<file path="src/rtl/krnl_acc_axil_ctrl_slave_gen.sv">
// krnl_acc_axil_ctrl_slave_gen
// AXI4-Lite control slave for an accelerator kernel: ap_ctrl_chain CTRL register,
// GIE/IER/ISR interrupt block and a bank of NUM_CFG_REGS 32-bit config registers
// exported to the datapath on a flat bus. AW and W are buffered independently in
// one-entry holders; unmapped addresses answer SLVERR.
// Optional feature macro: CTRL_AUTO_RESTART_EN (makes CTRL[7] auto_restart writable).

module krnl_acc_axil_ctrl_slave_gen #(
    parameter int C_ADDR_WIDTH = 12,
    parameter int NUM_CFG_REGS = 16,
    parameter int CFG_BASE     = 'h010
) (
    input  logic                        ACLK,
    input  logic                        ARESET,
    input  logic [C_ADDR_WIDTH-1:0]     AWADDR,
    input  logic                        AWVALID,
    output logic                        AWREADY,
    input  logic [31:0]                 WDATA,
    input  logic [3:0]                  WSTRB,
    input  logic                        WVALID,
    output logic                        WREADY,
    output logic [1:0]                  BRESP,
    output logic                        BVALID,
    input  logic                        BREADY,
    input  logic [C_ADDR_WIDTH-1:0]     ARADDR,
    input  logic                        ARVALID,
    output logic                        ARREADY,
    output logic [31:0]                 RDATA,
    output logic [1:0]                  RRESP,
    output logic                        RVALID,
    input  logic                        RREADY,
    output logic                        ap_start,
    input  logic                        ap_done,
    input  logic                        ap_idle,
    input  logic                        ap_ready,
    output logic                        ap_continue,
    output logic                        interrupt,
    output logic [32*NUM_CFG_REGS-1:0]  cfg_regs
);

    localparam int          IDX_W         = (NUM_CFG_REGS > 1) ? $clog2(NUM_CFG_REGS) : 1;
    localparam int unsigned CFG_BASE_WORD = CFG_BASE / 4;
    localparam int unsigned CFG_END_WORD  = CFG_BASE_WORD + NUM_CFG_REGS;
    localparam logic [1:0]  RESP_OKAY     = 2'b00;
    localparam logic [1:0]  RESP_SLVERR   = 2'b10;

    typedef enum logic [2:0] {
        SEL_CTRL = 3'd0,
        SEL_GIE  = 3'd1,
        SEL_IER  = 3'd2,
        SEL_ISR  = 3'd3,
        SEL_CFG  = 3'd4,
        SEL_NONE = 3'd5
    } sel_e;

    // Map a byte address onto a register group; sub-word addresses are unmapped.
    function automatic sel_e decode_sel(input logic [C_ADDR_WIDTH-1:0] addr);
        int unsigned word;
        sel_e        sel;
        word = 32'(addr[C_ADDR_WIDTH-1:2]);
        if (addr[1:0] != 2'b00) begin
            sel = SEL_NONE;
        end else if (word == 32'd0) begin
            sel = SEL_CTRL;
        end else if (word == 32'd1) begin
            sel = SEL_GIE;
        end else if (word == 32'd2) begin
            sel = SEL_IER;
        end else if (word == 32'd3) begin
            sel = SEL_ISR;
        end else if ((word >= CFG_BASE_WORD) && (word < CFG_END_WORD)) begin
            sel = SEL_CFG;
        end else begin
            sel = SEL_NONE;
        end
        return sel;
    endfunction

    // Config bank index of an address already known to hit the bank.
    function automatic logic [IDX_W-1:0] cfg_index(input logic [C_ADDR_WIDTH-1:0] addr);
        int unsigned word;
        word = 32'(addr[C_ADDR_WIDTH-1:2]);
        return IDX_W'(word - CFG_BASE_WORD);
    endfunction

    // Byte-lane merge of new data into an old register value.
    function automatic logic [31:0] strb_merge(input logic [31:0] old_val,
                                               input logic [31:0] new_val,
                                               input logic [3:0]  strb);
        logic [31:0] res;
        for (int b = 0; b < 4; b++) begin
            res[8*b +: 8] = strb[b] ? new_val[8*b +: 8] : old_val[8*b +: 8];
        end
        return res;
    endfunction

    // Channel state
    logic                    aw_full_q, aw_full_d;
    logic [C_ADDR_WIDTH-1:0] aw_addr_q, aw_addr_d;
    logic                    w_full_q,  w_full_d;
    logic [31:0]             w_data_q,  w_data_d;
    logic [3:0]              w_strb_q,  w_strb_d;
    logic                    bvalid_q,  bvalid_d;
    logic [1:0]              bresp_q,   bresp_d;
    logic                    rvalid_q,  rvalid_d;
    logic [31:0]             rdata_q,   rdata_d;
    logic [1:0]              rresp_q,   rresp_d;

    // Control / interrupt state
    logic                    ap_start_q, ap_start_d;
    logic                    done_q,     done_d;
    logic                    idle_q,     ready_q;
    logic                    cont_q,     cont_d;
    logic                    auto_restart_q;
    logic                    gie_q,      gie_d;
    logic [1:0]              ier_q,      ier_d;
    logic [1:0]              isr_q,      isr_d;
    logic                    irq_q;

    // Config bank
    logic [31:0]             cfg_q [NUM_CFG_REGS];
    logic [31:0]             cfg_d [NUM_CFG_REGS];

    // Decoded strobes
    sel_e                    wr_sel_s, rd_sel_s;
    logic [IDX_W-1:0]        wr_idx_s, rd_idx_s;
    logic                    commit_s, rd_hs_s;
    logic                    wr_b0_s;
    logic                    wr_ctrl_s, wr_gie_s, wr_ier_s, wr_isr_s;
    logic [31:0]             rd_data_s;

    assign wr_sel_s  = decode_sel(aw_addr_q);
    assign wr_idx_s  = cfg_index(aw_addr_q);
    assign rd_sel_s  = decode_sel(ARADDR);
    assign rd_idx_s  = cfg_index(ARADDR);
    // A write commits only once both halves are held and the B slot is free.
    assign commit_s  = aw_full_q & w_full_q & ~bvalid_q;
    assign rd_hs_s   = ARVALID & ~rvalid_q;
    assign wr_b0_s   = commit_s & w_strb_q[0];
    assign wr_ctrl_s = wr_b0_s & (wr_sel_s == SEL_CTRL);
    assign wr_gie_s  = wr_b0_s & (wr_sel_s == SEL_GIE);
    assign wr_ier_s  = wr_b0_s & (wr_sel_s == SEL_IER);
    assign wr_isr_s  = wr_b0_s & (wr_sel_s == SEL_ISR);

    // Read mux over the current register values (same-cycle writes are not visible).
    always_comb begin
        rd_data_s = 32'd0;
        case (rd_sel_s)
            SEL_CTRL: rd_data_s = {24'd0, auto_restart_q, 2'b00, 1'b0,
                                   ready_q, idle_q, done_q, ap_start_q};
            SEL_GIE:  rd_data_s = {31'd0, gie_q};
            SEL_IER:  rd_data_s = {30'd0, ier_q};
            SEL_ISR:  rd_data_s = {30'd0, isr_q};
            SEL_CFG:  rd_data_s = cfg_q[rd_idx_s];
            default:  rd_data_s = 32'd0;
        endcase
    end

    // Next state of the AW/W holders and the B/R response channels.
    always_comb begin
        aw_full_d = aw_full_q;
        aw_addr_d = aw_addr_q;
        w_full_d  = w_full_q;
        w_data_d  = w_data_q;
        w_strb_d  = w_strb_q;
        bvalid_d  = bvalid_q;
        bresp_d   = bresp_q;
        rvalid_d  = rvalid_q;
        rdata_d   = rdata_q;
        rresp_d   = rresp_q;

        if (commit_s) begin
            aw_full_d = 1'b0;
            w_full_d  = 1'b0;
            bvalid_d  = 1'b1;
            bresp_d   = (wr_sel_s == SEL_NONE) ? RESP_SLVERR : RESP_OKAY;
        end else if (bvalid_q && BREADY) begin
            bvalid_d  = 1'b0;
        end else begin
            bvalid_d  = bvalid_q;
        end

        if (AWVALID && !aw_full_q) begin
            aw_full_d = 1'b1;
            aw_addr_d = AWADDR;
        end else begin
            aw_addr_d = aw_addr_q;
        end

        if (WVALID && !w_full_q) begin
            w_full_d = 1'b1;
            w_data_d = WDATA;
            w_strb_d = WSTRB;
        end else begin
            w_data_d = w_data_q;
        end

        if (rd_hs_s) begin
            rvalid_d = 1'b1;
            rdata_d  = rd_data_s;
            rresp_d  = (rd_sel_s == SEL_NONE) ? RESP_SLVERR : RESP_OKAY;
        end else if (rvalid_q && RREADY) begin
            rvalid_d = 1'b0;
        end else begin
            rvalid_d = rvalid_q;
        end
    end

    // Register the AXI channel state.
    always_ff @(posedge ACLK or posedge ARESET) begin
        if (ARESET) begin
            aw_full_q <= 1'b0;
            aw_addr_q <= '0;
            w_full_q  <= 1'b0;
            w_data_q  <= 32'd0;
            w_strb_q  <= 4'd0;
            bvalid_q  <= 1'b0;
            bresp_q   <= RESP_OKAY;
            rvalid_q  <= 1'b0;
            rdata_q   <= 32'd0;
            rresp_q   <= RESP_OKAY;
        end else begin
            aw_full_q <= aw_full_d;
            aw_addr_q <= aw_addr_d;
            w_full_q  <= w_full_d;
            w_data_q  <= w_data_d;
            w_strb_q  <= w_strb_d;
            bvalid_q  <= bvalid_d;
            bresp_q   <= bresp_d;
            rvalid_q  <= rvalid_d;
            rdata_q   <= rdata_d;
            rresp_q   <= rresp_d;
        end
    end

    // Next state of the kernel control and interrupt registers.
    always_comb begin
        ap_start_d = ap_start_q;
        done_d     = done_q;
        cont_d     = 1'b0;
        gie_d      = gie_q;
        ier_d      = ier_q;
        isr_d      = isr_q;

        // Software start wins over a simultaneous ap_ready.
        if (wr_ctrl_s && w_data_q[0]) begin
            ap_start_d = 1'b1;
        end else if (ap_ready && !auto_restart_q) begin
            ap_start_d = 1'b0;
        end else begin
            ap_start_d = ap_start_q;
        end

        // Sticky done: a new ap_done beats the clear-on-read.
        if (ap_done) begin
            done_d = 1'b1;
        end else if (rd_hs_s && (rd_sel_s == SEL_CTRL)) begin
            done_d = 1'b0;
        end else begin
            done_d = done_q;
        end

        if (wr_ctrl_s) begin
            cont_d = w_data_q[4];
        end else begin
            cont_d = 1'b0;
        end

        if (wr_gie_s) begin
            gie_d = w_data_q[0];
        end else begin
            gie_d = gie_q;
        end

        if (wr_ier_s) begin
            ier_d = w_data_q[1:0];
        end else begin
            ier_d = ier_q;
        end

        // Toggle first, then OR in enabled events so an event always wins.
        if (wr_isr_s) begin
            isr_d = isr_q ^ w_data_q[1:0];
        end else begin
            isr_d = isr_q;
        end
        isr_d = isr_d | ({ap_ready, ap_done} & ier_q);
    end

    // Register kernel control, status sampling and the interrupt line.
    always_ff @(posedge ACLK or posedge ARESET) begin
        if (ARESET) begin
            ap_start_q <= 1'b0;
            done_q     <= 1'b0;
            idle_q     <= 1'b0;
            ready_q    <= 1'b0;
            cont_q     <= 1'b0;
            gie_q      <= 1'b0;
            ier_q      <= 2'b00;
            isr_q      <= 2'b00;
            irq_q      <= 1'b0;
        end else begin
            ap_start_q <= ap_start_d;
            done_q     <= done_d;
            idle_q     <= ap_idle;
            ready_q    <= ap_ready;
            cont_q     <= cont_d;
            gie_q      <= gie_d;
            ier_q      <= ier_d;
            isr_q      <= isr_d;
            irq_q      <= gie_q & (|isr_q);
        end
    end

`ifdef CTRL_AUTO_RESTART_EN
    logic auto_restart_d;

    assign auto_restart_d = wr_ctrl_s ? w_data_q[7] : auto_restart_q;

    // Software-owned auto_restart flag in CTRL[7].
    always_ff @(posedge ACLK or posedge ARESET) begin
        if (ARESET) begin
            auto_restart_q <= 1'b0;
        end else begin
            auto_restart_q <= auto_restart_d;
        end
    end
`else
    assign auto_restart_q = 1'b0;
`endif

    // Next state of the config bank: byte-masked write of the addressed entry.
    always_comb begin
        for (int i = 0; i < NUM_CFG_REGS; i++) begin
            cfg_d[i] = cfg_q[i];
        end
        if (commit_s && (wr_sel_s == SEL_CFG)) begin
            cfg_d[wr_idx_s] = strb_merge(cfg_q[wr_idx_s], w_data_q, w_strb_q);
        end else begin
            cfg_d[wr_idx_s] = cfg_q[wr_idx_s];
        end
    end

    // Register the config bank.
    always_ff @(posedge ACLK or posedge ARESET) begin
        if (ARESET) begin
            for (int i = 0; i < NUM_CFG_REGS; i++) begin
                cfg_q[i] <= 32'd0;
            end
        end else begin
            for (int i = 0; i < NUM_CFG_REGS; i++) begin
                cfg_q[i] <= cfg_d[i];
            end
        end
    end

    for (genvar g = 0; g < NUM_CFG_REGS; g++) begin : g_cfg_out
        assign cfg_regs[32*g +: 32] = cfg_q[g];
    end

    assign AWREADY     = ~aw_full_q;
    assign WREADY      = ~w_full_q;
    assign BVALID      = bvalid_q;
    assign BRESP       = bresp_q;
    assign ARREADY     = ~rvalid_q;
    assign RVALID      = rvalid_q;
    assign RDATA       = rdata_q;
    assign RRESP       = rresp_q;
    assign ap_start    = ap_start_q;
    assign ap_continue = cont_q;
    assign interrupt   = irq_q;

endmodule

</file>
<file path="config.mk">
export PLATFORM = sky130hd
export DESIGN_NAME = krnl_acc_axil_ctrl_slave_gen
export DESIGN_NICKNAME = d
export VERILOG_FILES = /design/src/rtl/krnl_acc_axil_ctrl_slave_gen.sv
export SDC_FILE = /design/constraint.sdc
export NUM_CORES = 2
export LEC_CHECK = 0
export CAP_MARGIN = 5
export CORE_MARGIN = 4
export CORE_UTILIZATION = 47
export DETAILED_ROUTE_END_ITERATION = 7
export PLACE_DENSITY_LB_ADDON = 0.15
export SLEW_MARGIN = 20
export SYNTH_ARGS = -nofsm -noshare
export SYNTH_HDL_FRONTEND = slang
export SYNTH_SLANG_ARGS = --single-unit
</file>
<file path="constraint.sdc">
create_clock -name ACLK -period 48.5 [get_ports ACLK]
set_input_delay 7.275 -clock ACLK [delete_from_list [all_inputs] [get_ports ACLK]]
set_output_delay 7.275 -clock ACLK [all_outputs]
set_load 0.02 [all_outputs]
</file>
==> run_results.csv <==
group,metric,value,unit
outcome,outcome,"finished, final reports clean",
sta,final.setup.worst_slack,38.24,ns
route,wl_met3,13000,µm
cells_and_area,fin_area,0.0398,mm²
power_and_ir_drop,p_leak,15.6,nW
sta,tightest_slew,1.11,ns
global_route,grt_pass1_vias,24700,
clock_network,cts-resized-gates,0,
place,place.gp.congestion,0.919,
route,avgRoutedWirePerCell,29.4,µm
clock_network,clkSinkCount,609,
critical_path,crit_buf_inv,4,
floorplan,die_w,264,µm
cells_and_area,layout-drive-gt1-share,0.209,
place,dp.final_hpwl,76000,µm
cells_and_area,multiInputGateArea,0.0144,mm²
floorplan,start_util,0.477,
floorplan,die_h,264,µm
critical_path,reg2reg_depth,7,
yosys,synth_flop_cell,"dfrtp_1",
floorplan,io_pins,626,
clock_network,cts_made_buffers,70,
floorplan,rows,93,
sta,setup_viol,0,
place,place_ws,37.60,ns
yosys,ys_async_sr_fraction,1.00,
sta,period_share,0.212,
global_route,grt_antenna_before_repair,2,
global_route,grt_max_degree,121,
global_route,grt.overflow.total,0,
route,finalWirelength,116000,µm
sta,fin_tns_setup,0,ns
yosys,netlist_area,0.0308,mm²
sta,fmax,0.0974,GHz
critical_path,crit_path_max_incr_delay,0.87,ns
global_route,grt_pass1_wl,172000,µm
power_and_ir_drop,pwr_density_cell,94.2,mW/mm²
route,drc,0,
critical_path,critical_path_class,"in -> reg",
sta,finalMaxSlewViolations,0,
clock_network,cts_hold_buf,0,
clock_network,clkTransAtPathRegs,0.06,ns
cells_and_area,syn_to_final_growth,29.1,%
route,vias,25000,
yosys,netlist-cell-type-count,51,
cells_and_area,fillCellCount,5131,
critical_path,critical-path-slowest-cell,"buf_4",
route,ant_nets,0,
critical_path,cp.required,48.96,ns
route,vias_per_cell,6.32,
route,wl_met1,44300,µm
yosys,avgSynthCellArea,12.0,µm²
yosys,seq_area_frac_synth,0.494,
yosys,yosys_warnings,0,
global_route,track_usage,0.329,
yosys,syn_inst,2563,
clock_network,root_buffer,"clkbuf_16",
clock_network,htree_levels,3,
critical_path,cp.arrival,10.72,ns
critical_path,worstPathMaxFanout,52,
floorplan,dieArea,0.0698,mm²
critical_path,cp-start-kind,"input port",
sta,final-hold-violation-count,0,
clock_network,cts.path.max_buffers,3,
route,drtPass1Iterations,7,
place,dp_cells,3831,
cells_and_area,nets,3127,
route,dr_wl_met2,53700,µm
job,maxCapViolations,0,
power_and_ir_drop,worst_ir_drop_vdd,0.0758,mV
cells_and_area,fin_cells,3958,
clock_network,insertion_delay,0.62,ns
worst_hold_path,hold_depth,1,
yosys,ys_seq_elements,609,
clock_network,cts_setup_buffers,0,
worst_hold_path,hold_path.class,"reg -> reg",
sta,rsz0062_at_grt,"no",
route,drt_iter0_markers,2912,
place,dpl-instance-area,0.0374,mm²
critical_path,path_depth,7,
cells_and_area,seqCellArea,0.0152,mm²
sta,clock_skew,0.0158,ns
sta,fin_crit,10.26,ns
critical_path,cp_top_family,"buffers and inverters",
critical_path,path_cells,"clkbuf_8 -> buf_4 -> buf_4 -> mux4_2 -> mux4_2 -> inv_1 -> o21ai_0",
critical_path,cp-end-kind,"register",
clock_network,tritoncts,"done",
route,routed.top_layer,"met5",
power_and_ir_drop,total_power,3.75,mW
floorplan,core_area,0.0647,mm²
yosys,synth_edf_count,0,
sta,slew_headroom,0.258,
place,portBuffers,623,
-- where the power goes --
part	internal [mW]	leakage, nW	total (mW)	switching (mW)
registers	0.757	7.03	1.13	0.368
clock network	0.341	1.21	0.560	0.220
logic	0.925	7.36	2.06	1.14
total	2.02	15.6	3.75	1.73
-- state kept, by name, indices dropped and copies added (netlist names), 2 cells and up --
| name | cells |
|---|---|
| RDATA | 32 |
| aw_addr_q | 12 |
| cfg_regs | 512 |
| ier_q | 2 |
| isr_q | 2 |
| w_data_q | 32 |
| w_strb_q | 4 |
-- through the flow --
step	hold WS (ns)	util
detailed placement	0.465	0.577
CTS	0.478	0.615
global route	0.503	0.616
floorplan	0.453	-
global placement	0.466	0.577
finish	0.477	0.616
-- layout by cell type, fill, tap and decap left out, types with 6 or more instances in the layout --
cell and instances:
a21oi_1 424, a21oi_2 90, a22oi_1 65, and2_4 9, buf_4 29, bufinv_16 10, clkbuf_1 6, clkbuf_16 73
clkbuf_8 9, clkdlybuf4s50_1 620, clkinv_2 20, dfrtp_1 607, ha_1 7, inv_1 41, mux2_2 48, mux2i_4 32
mux4_2 286, nand2_1 80, nor2_1 520, nor2b_1 7, o21ai_0 38
-- logic make-up (layout without fill, tap and decap cells) --
group	Yosys count	count (layout)	share of synthesized area
AO/OA/AOI/OAI	640	640	0.123
multiplexers	369	369	0.251
other	1	3	0.000122
flip-flops	609	609	0.494
adder cells (fa/ha/maj)	8	8	0.00324
XOR/XNOR	2	2	0.000568
buffers and inverters	282	820	0.0418
AND/OR/NAND/NOR	652	652	0.0862
-- path summary, 6_finish.rpt --
path	start	end	slack, ns
max	ARADDR[2]	RDATA[31]	38.24
min	ready_q	RDATA[3]	0.48
max reg2reg	aw_addr_q[2]	cfg_regs[283]	44.35
min reg2reg	ready_q	RDATA[3]	0.48
max in group asynchronous	ARESET	cfg_regs[237]	39.01
min in group asynchronous	ARESET	aw_addr_q[7]	7.24
-- metal layers --
layer	vias to the layer above	GRT usage
met5	-	0
met4	2	0.132
met3	327	0.0918
met2	1648	0.501
met1	12700	0.452
li1	10300	-
-- layout make-up --
type,count,area share
tap,855,0.0269
inverter,42,0.00415
sequential,609,0.383
timing repair buffer,653,0.163
clock buffer,87,0.0492
clock inverter,38,0.0117
antenna,1,0.0000628
multi-input combinational,1673,0.362
-- cell usage after synthesis (5+ instances only) --
master | n | area (µm²)
a211oi_1 | 5 | 37.5
a21oi_1 | 424 | 2120
a21oi_2 | 90 | 788
a22oi_1 | 65 | 488
and2_1 | 11 | 68.8
buf_1 | 36 | 135
buf_2 | 50 | 250
buf_4 | 25 | 188
buf_6 | 10 | 113
clkbuf_1 | 119 | 447
dfrtp_1 | 609 | 15200
ha_1 | 8 | 100
inv_1 | 42 | 158
mux2_2 | 48 | 541
mux2i_4 | 32 | 721
mux4_2 | 286 | 6440
nand2_1 | 81 | 304
nor2_1 | 523 | 1960
nor2b_1 | 11 | 68.8
o21ai_0 | 38 | 190
Power figures use the tool's default switching activity.
